--- config.mk ---
export PLATFORM = sky130hd
export DESIGN_NAME = muldiv_unit_flat
export DESIGN_NICKNAME = d
export VERILOG_FILES = /design/src/rtl/muldiv_unit_if.sv /design/src/rtl/muldiv_unit.sv /design/src/flat_wrapper.sv
export SDC_FILE = /design/constraint.sdc
export NUM_CORES = 1
export LEC_CHECK = 0
export CORE_ASPECT_RATIO = 1.5
export CORE_MARGIN = 5
export CORE_UTILIZATION = 25
export DETAILED_ROUTE_END_ITERATION = 7
export DONT_BUFFER_PORTS = 1
export GPL_ROUTABILITY_DRIVEN = 0
export SETUP_SLACK_MARGIN = 0.2
export SYNTH_ARGS = -nofsm -noshare
export SYNTH_HDL_FRONTEND = slang
export SYNTH_SLANG_ARGS = --single-unit
--- constraint.sdc ---
create_clock -name clk -period 9.27 [get_ports clk]
set_input_delay 0.927 -clock clk [delete_from_list [all_inputs] [get_ports clk]]
set_output_delay 0.927 -clock clk [all_outputs]
set_load 0.05 [all_outputs]
--- src/rtl/muldiv_unit_if.sv ---
// Request/response bundle between the execute stage and the multiply/divide unit.
// The core is the master; the unit is the slave.
interface muldiv_unit_if #(
  parameter int WIDTH = 32
);
  logic             start;
  logic [2:0]       op;
  logic [WIDTH-1:0] src_a;
  logic [WIDTH-1:0] src_b;
  logic             busy;
  logic             done;
  logic [WIDTH-1:0] hi;
  logic [WIDTH-1:0] lo;

  modport master (
    output start, op, src_a, src_b,
    input  busy, done, hi, lo
  );

  modport slave (
    input  start, op, src_a, src_b,
    output busy, done, hi, lo
  );
endinterface

--- src/rtl/muldiv_unit.sv ---
// Iterative multiply/divide unit with HI/LO registers.
// Each op runs one bit per cycle on magnitudes; signs are restored in FIX.
module muldiv_unit #(
  parameter  int WIDTH = 32,
  localparam int CNT_W = $clog2(WIDTH) + 1
) (
  input  logic         clk,
  input  logic         reset,
  muldiv_unit_if.slave bus
);
  typedef enum logic [1:0] {IDLE, ITER, FIX} state_t;

  state_t             state_q, state_d;
  logic [CNT_W-1:0]   cnt_q, cnt_d;
  logic [2*WIDTH-1:0] acc_q, acc_d;
  logic [WIDTH-1:0]   b_q, b_d;
  logic [WIDTH-1:0]   a_raw_q, a_raw_d;
  logic [WIDTH-1:0]   hi_q, hi_d;
  logic [WIDTH-1:0]   lo_q, lo_d;
  logic               is_div_q, is_div_d;
  logic               neg_q, neg_d;
  logic               rem_neg_q, rem_neg_d;
  logic               div_zero_q, div_zero_d;
  logic               done_q, done_d;

  logic             signed_op, a_neg, b_neg;
  logic [WIDTH-1:0] a_mag, b_mag;

  // MULT and DIV have op[0] clear; MULTU and DIVU have it set.
  assign signed_op = ~bus.op[0];
  assign a_neg     = signed_op & bus.src_a[WIDTH-1];
  assign b_neg     = signed_op & bus.src_b[WIDTH-1];
  assign a_mag     = a_neg ? -bus.src_a : bus.src_a;
  assign b_mag     = b_neg ? -bus.src_b : bus.src_b;

  // Shift-add step: acc holds {partial product, remaining multiplier bits}.
  logic [WIDTH:0]     mul_sum;
  logic [2*WIDTH-1:0] mul_next;
  assign mul_sum  = {1'b0, acc_q[2*WIDTH-1:WIDTH]} + {1'b0, (acc_q[0] ? b_q : {WIDTH{1'b0}})};
  assign mul_next = {mul_sum, acc_q[WIDTH-1:1]};

  // Restoring step: acc holds {remainder, dividend bits shifting into quotient}.
  // When the trial subtraction succeeds the true difference fits in WIDTH bits.
  logic [WIDTH:0]     rem_sh;
  logic               div_ge;
  logic [WIDTH-1:0]   rem_diff;
  logic [2*WIDTH-1:0] div_next;
  assign rem_sh   = {acc_q[2*WIDTH-1:WIDTH], acc_q[WIDTH-1]};
  assign div_ge   = rem_sh[WIDTH] | (rem_sh[WIDTH-1:0] >= b_q);
  assign rem_diff = rem_sh[WIDTH-1:0] - b_q;
  assign div_next = {(div_ge ? rem_diff : rem_sh[WIDTH-1:0]), acc_q[WIDTH-2:0], div_ge};

  logic [2*WIDTH-1:0] prod_fix;
  logic [WIDTH-1:0]   quot_fix, rem_fix;
  assign prod_fix = neg_q ? -acc_q : acc_q;
  assign quot_fix = neg_q ? -acc_q[WIDTH-1:0] : acc_q[WIDTH-1:0];
  assign rem_fix  = rem_neg_q ? -acc_q[2*WIDTH-1:WIDTH] : acc_q[2*WIDTH-1:WIDTH];

  always_comb begin
    state_d    = state_q;
    cnt_d      = cnt_q;
    acc_d      = acc_q;
    b_d        = b_q;
    a_raw_d    = a_raw_q;
    hi_d       = hi_q;
    lo_d       = lo_q;
    is_div_d   = is_div_q;
    neg_d      = neg_q;
    rem_neg_d  = rem_neg_q;
    div_zero_d = div_zero_q;
    done_d     = 1'b0;

    case (state_q)
      IDLE: begin
        if (bus.start) begin
          case (bus.op)
            3'd0, 3'd1, 3'd2, 3'd3: begin
              is_div_d   = bus.op[1];
              neg_d      = a_neg ^ b_neg;
              rem_neg_d  = a_neg;
              div_zero_d = (bus.src_b == '0);
              a_raw_d    = bus.src_a;
              b_d        = b_mag;
              acc_d      = {{WIDTH{1'b0}}, a_mag};
              cnt_d      = CNT_W'(WIDTH);
              state_d    = ITER;
            end
            3'd4:    hi_d = bus.src_a;
            3'd5:    lo_d = bus.src_a;
            default: ;
          endcase
        end
      end
      ITER: begin
        acc_d = is_div_q ? div_next : mul_next;
        cnt_d = cnt_q - CNT_W'(1);
        if (cnt_q == CNT_W'(1)) begin
          state_d = FIX;
        end
      end
      FIX: begin
        if (!is_div_q) begin
          {hi_d, lo_d} = prod_fix;
        end else if (div_zero_q) begin
          lo_d = {WIDTH{1'b1}};
          hi_d = a_raw_q;
        end else begin
          lo_d = quot_fix;
          hi_d = rem_fix;
        end
        done_d  = 1'b1;
        state_d = IDLE;
      end
      default: state_d = IDLE;
    endcase
  end

  always_ff @(posedge clk) begin
    if (reset) begin
      state_q    <= IDLE;
      cnt_q      <= '0;
      acc_q      <= '0;
      b_q        <= '0;
      a_raw_q    <= '0;
      hi_q       <= '0;
      lo_q       <= '0;
      is_div_q   <= 1'b0;
      neg_q      <= 1'b0;
      rem_neg_q  <= 1'b0;
      div_zero_q <= 1'b0;
      done_q     <= 1'b0;
    end else begin
      state_q    <= state_d;
      cnt_q      <= cnt_d;
      acc_q      <= acc_d;
      b_q        <= b_d;
      a_raw_q    <= a_raw_d;
      hi_q       <= hi_d;
      lo_q       <= lo_d;
      is_div_q   <= is_div_d;
      neg_q      <= neg_d;
      rem_neg_q  <= rem_neg_d;
      div_zero_q <= div_zero_d;
      done_q     <= done_d;
    end
  end

  assign bus.busy = (state_q != IDLE);
  assign bus.done = done_q;
  assign bus.hi   = hi_q;
  assign bus.lo   = lo_q;
endmodule

--- src/flat_wrapper.sv ---
// flat-port wrapper written by rule: the top's interface ports become plain ports
module muldiv_unit_flat 
#(
  parameter  int WIDTH = 32,
  localparam int CNT_W = $clog2(WIDTH) + 1
)
  (clk, reset, bus_start, bus_op, bus_src_a, bus_src_b, bus_busy, bus_done, bus_hi, bus_lo);
  muldiv_unit_if #(.WIDTH(WIDTH)) bus_i ();
  input  logic clk;
  input  logic reset;
  input wire logic [$bits(bus_i.start)-1:0] bus_start;
  input wire logic [$bits(bus_i.op)-1:0] bus_op;
  input wire logic [$bits(bus_i.src_a)-1:0] bus_src_a;
  input wire logic [$bits(bus_i.src_b)-1:0] bus_src_b;
  output wire logic [$bits(bus_i.busy)-1:0] bus_busy;
  output wire logic [$bits(bus_i.done)-1:0] bus_done;
  output wire logic [$bits(bus_i.hi)-1:0] bus_hi;
  output wire logic [$bits(bus_i.lo)-1:0] bus_lo;
  assign bus_i.start = bus_start;
  assign bus_i.op = bus_op;
  assign bus_i.src_a = bus_src_a;
  assign bus_i.src_b = bus_src_b;
  assign bus_busy = bus_i.busy;
  assign bus_done = bus_i.done;
  assign bus_hi = bus_i.hi;
  assign bus_lo = bus_i.lo;
  muldiv_unit #(.WIDTH(WIDTH)) u_core (.clk(clk), .reset(reset), .bus(bus_i));
endmodule
==> impl_metrics.py <==
metrics = {
    "die": {
        "die_y_um": 322,
        "io_pins": 136,
        "num_rows": 114,
        "die_width_um": 218,
        "die_area_sq_um": 70100,
        "core_sq_um": 64300,
        "start_util": 0.252,
    },
    "grt": {
        "grt_pass1_vias": 15100,
        "antenna_found_initial": 0,
        "grt_pass1_wl_mm": 91.6,
        "grt_usage": 0.163,
        "overflow": 0,
        "grt_max_degree": 176,
    },
    "critical_path": {
        "r2r_cells": 11,
        "critPathTopFamily": "compound AO/OA/AOI/OAI gates",
        "crit_arrival_ps": 4600,
        "slowest_stage": "inv_1",
        "cp_cell_sequence": "inv_1 -> nor2_1 -> ha_1 -> a21oi_1 -> or3b_2 -> o311ai_1 -> o21bai_1 -> a221oi_2 -> xnor2_1 -> a221oi_1 -> o21ai_0",
        "required_ps": 9690,
        "crit_type": "register to register",
        "r2r-start": "u_core.acc_q[0]",
        "r2r-end": "u_core.acc_q[55]",
        "cp-startpoint": "u_core.acc_q[0]",
        "setup.worst_path.start_class": "register",
        "cpPeakStageDelay_ps": 790,
        "endpoint_kind": "register",
        "cp.depth": 11,
        "crit_fanout": 32,
        "critPathCapture": "u_core.acc_q[55]",
        "crit_buf_inv": 1,
        "ff2ff_setup_slack_ps": 5090,
    },
    "cts": {
        "tritoncts": "built",
        "cts_resized": 0,
        "clk_latency_ps": 550,
        "cts-buffers-inserted": 26,
        "path_clk_slew_ps": 60,
        "post_cts_buffers": 0,
        "clockBufferDepth": 3,
        "cts-hold-fix-buffers": 0,
        "cts.sinks": 205,
        "htreeDepth": 1,
        "cts-root-buf": "clkbuf_16",
    },
    "run": {
        "cap_violations": 0,
    },
    "timing": {
        "worst_slew_pin_slew_ps": 1050,
        "whs_ps": 441,
        "relSlewSlack": 0.298,
        "fin_ws_ps": 5090,
        "hold_viol": 0,
        "setup_violations": 0,
        "clock_skew_ps": 9.05,
        "fmax_ghz": 0.239,
        "fin_crit_ps": 4180,
        "drv_slew": 0,
        "fin_crit_sh": 0.451,
        "rsz0062_at_grt": "no",
        "tns_ps": 0,
    },
    "power_and_ir_drop": {
        "p_sw_frac": 0.329,
        "leakagePower_uw": 0.00649,
        "internal_power_uw": 1760,
        "pwr-share-clk": 0.397,
        "seqPwrFrac": 0.390,
        "power_density_nw_per_um2": 149,
        "pwr-share-comb": 0.213,
        "p_switching_uw": 863,
        "ir_drop_mv": 0.118,
    },
    "synthesis": {
        "syn_area_sq_um": 16200,
        "synth_cell_types": 96,
        "synth_nets": 2341,
        "syn_inst": 2199,
        "ys.flop_type": "dfxtp_1",
        "ys_seq_elements": 205,
        "synth_edf_count": 0,
        "ys_async_sr_fraction": 0,
        "yosysSeqAreaShare": 0.253,
        "syn_area_per_cell_sq_um": 7.37,
        "yosys_warnings": 0,
    },
    "layout": {
        "diodes": 0,
        "areaGrowthSynthToFinish_pct": 8.59,
        "post-route-util": 0.274,
        "fill_cells": 7100,
        "final_layout_size_suffix_gt1_frac": 0.0569,
        "final_nets": 2217,
        "final_area_sq_um": 17600,
    },
    "route": {
        "antenna_left": 0,
        "first_iter_violations": 1360,
        "routed_wl_mm": 60.1,
        "dr_total_vias": 15800,
        "drc": 0,
        "post_drt_wl_per_cell_um": 20.3,
        "viasPerCell": 5.33,
        "drtPass1Iterations": 5,
    },
    "placement": {
        "post_dp_cell_area_sq_um": 16700,
        "place_hpwl_mm": 44.0,
        "pre_cts_slack_ps": 5150,
        "port_buffers": 0,
    },
    "run_status": {
        "status": "completed",
    },
    "hold_path": {
        "hold_class": "register to register",
    },
}
-- routing by layer --
metal,vias to the layer above,wire (um),GRT usage
met4,0,1700,0.0451
met1,7491,24900,0.208
li1,7638,-,-
met5,-,0,0
met3,90,3990,0.0260
met2,559,29500,0.286
-- Yosys cell counts (18+ instances only) --
cell type | count | area share
nor2_1 | 197 | 0.046
a21o_1 | 33 | 0.015
nand2b_1 | 28 | 0.011
o31ai_1 | 34 | 0.016
a31oi_1 | 19 | 0.0073
o22ai_1 | 18 | 0.0069
inv_1 | 62 | 0.014
nand3_1 | 22 | 0.0068
o211ai_1 | 41 | 0.019
o221ai_1 | 34 | 0.018
a22oi_1 | 24 | 0.011
a21oi_1 | 211 | 0.065
nand2_1 | 319 | 0.074
o21ai_0 | 132 | 0.041
ha_1 | 70 | 0.054
mux2i_1 | 60 | 0.037
xor2_1 | 89 | 0.048
xnor2_1 | 108 | 0.058
clkbuf_1 | 146 | 0.034
a211oi_1 | 47 | 0.022
dfxtp_1 | 205 | 0.25
nor3_1 | 49 | 0.015
or4_1 | 19 | 0.0088
-- per-stage QoR --
| stage | total power, uW | cells |
|---|---|---|
| 2_1_floorplan | 1460 | 2199 |
| 3_3_place_gp | 1590 | 2917 |
| 3_5_place_dp | 1600 | 2917 |
| 4_1_cts | 2640 | 2962 |
| 5_1_grt | 2740 | 2962 |
| 6_report | 2620 | 2962 |
-- worst min-delay path, delay by kind of cell (launching register included) --
kind	cells	cell delay, ps
flops	1	300
simple gates	1	50
compound gates	1	50
-- power groups by stage --
| stage | Clock, uW | Combinational, uW | Sequential (uW) |
|---|---|---|---|
| global placement | 0 | 550 | 1040 |
| finish | 1040 | 558 | 1020 |
| detailed placement | 0 | 553 | 1040 |
| floorplan | 0 | 455 | 1010 |
| CTS | 1060 | 555 | 1020 |
| global route | 1090 | 618 | 1030 |
-- cells in the final DEF, fill, tap and decap left out, types with 22 or more instances in the layout --
master       n
nand2_1    318
a21oi_1    211
dfxtp_1    203
nor2_1     193
o21ai_0    132
xnor2_1    108
xor2_1      89
ha_1        70
inv_1       62
mux2i_1     60
nor3_1      48
a211oi_1    47
o211ai_1    41
o31ai_1     34
o221ai_1    34
a21o_1      33
nand2b_1    28
clkbuf_16   28
a22oi_1     24
nand3_1     22
buf_4       22
-- worst min path at each step --
stage          depth (start not counted)              to           start
6_report                               2  u_core.b_q[20]  u_core.b_q[20]
3_5_place_dp                           2  u_core.b_q[20]  u_core.b_q[20]
2_1_floorplan                          2  u_core.b_q[20]  u_core.b_q[20]
3_3_place_gp                           2  u_core.b_q[20]  u_core.b_q[20]
5_1_grt                                1  u_core.b_q[14]           reset
4_1_cts                                2  u_core.b_q[20]  u_core.b_q[20]
-- area by class of cell --
cell class / count / area, sq um / share of cell area
Multi-Input combinational cell: 1757 / 11100 / 0.633
Tap cell: 870 / 1090 / 0.0619
Clock buffer: 36 / 751 / 0.0427
Sequential cell: 205 / 4110 / 0.233
Timing Repair Buffer: 22 / 165 / 0.00938
Clock inverter: 9 / 103 / 0.00583
Inverter: 63 / 236 / 0.0134
-- cells by family after synthesis --
group | Yosys count | share of synthesized area
simple gates | 735 | 0.206
compound gates | 688 | 0.275
buf+inv | 237 | 0.0624
flops | 205 | 0.253
xor+xnor | 197 | 0.106
fa+ha+maj | 72 | 0.0565
mux | 65 | 0.0405
-- sequential cells by signal, summed over array words and instances, names as in the netlist, 2 cells and up --
register	cells
u_core.acc_q	64
u_core.a_raw_q	32
u_core.b_q	32
u_core.bus.hi	32
u_core.bus.lo	32
u_core.cnt_q	6
u_core.state_q	2
No activity file was read; power rests on OpenSTA's default activity.
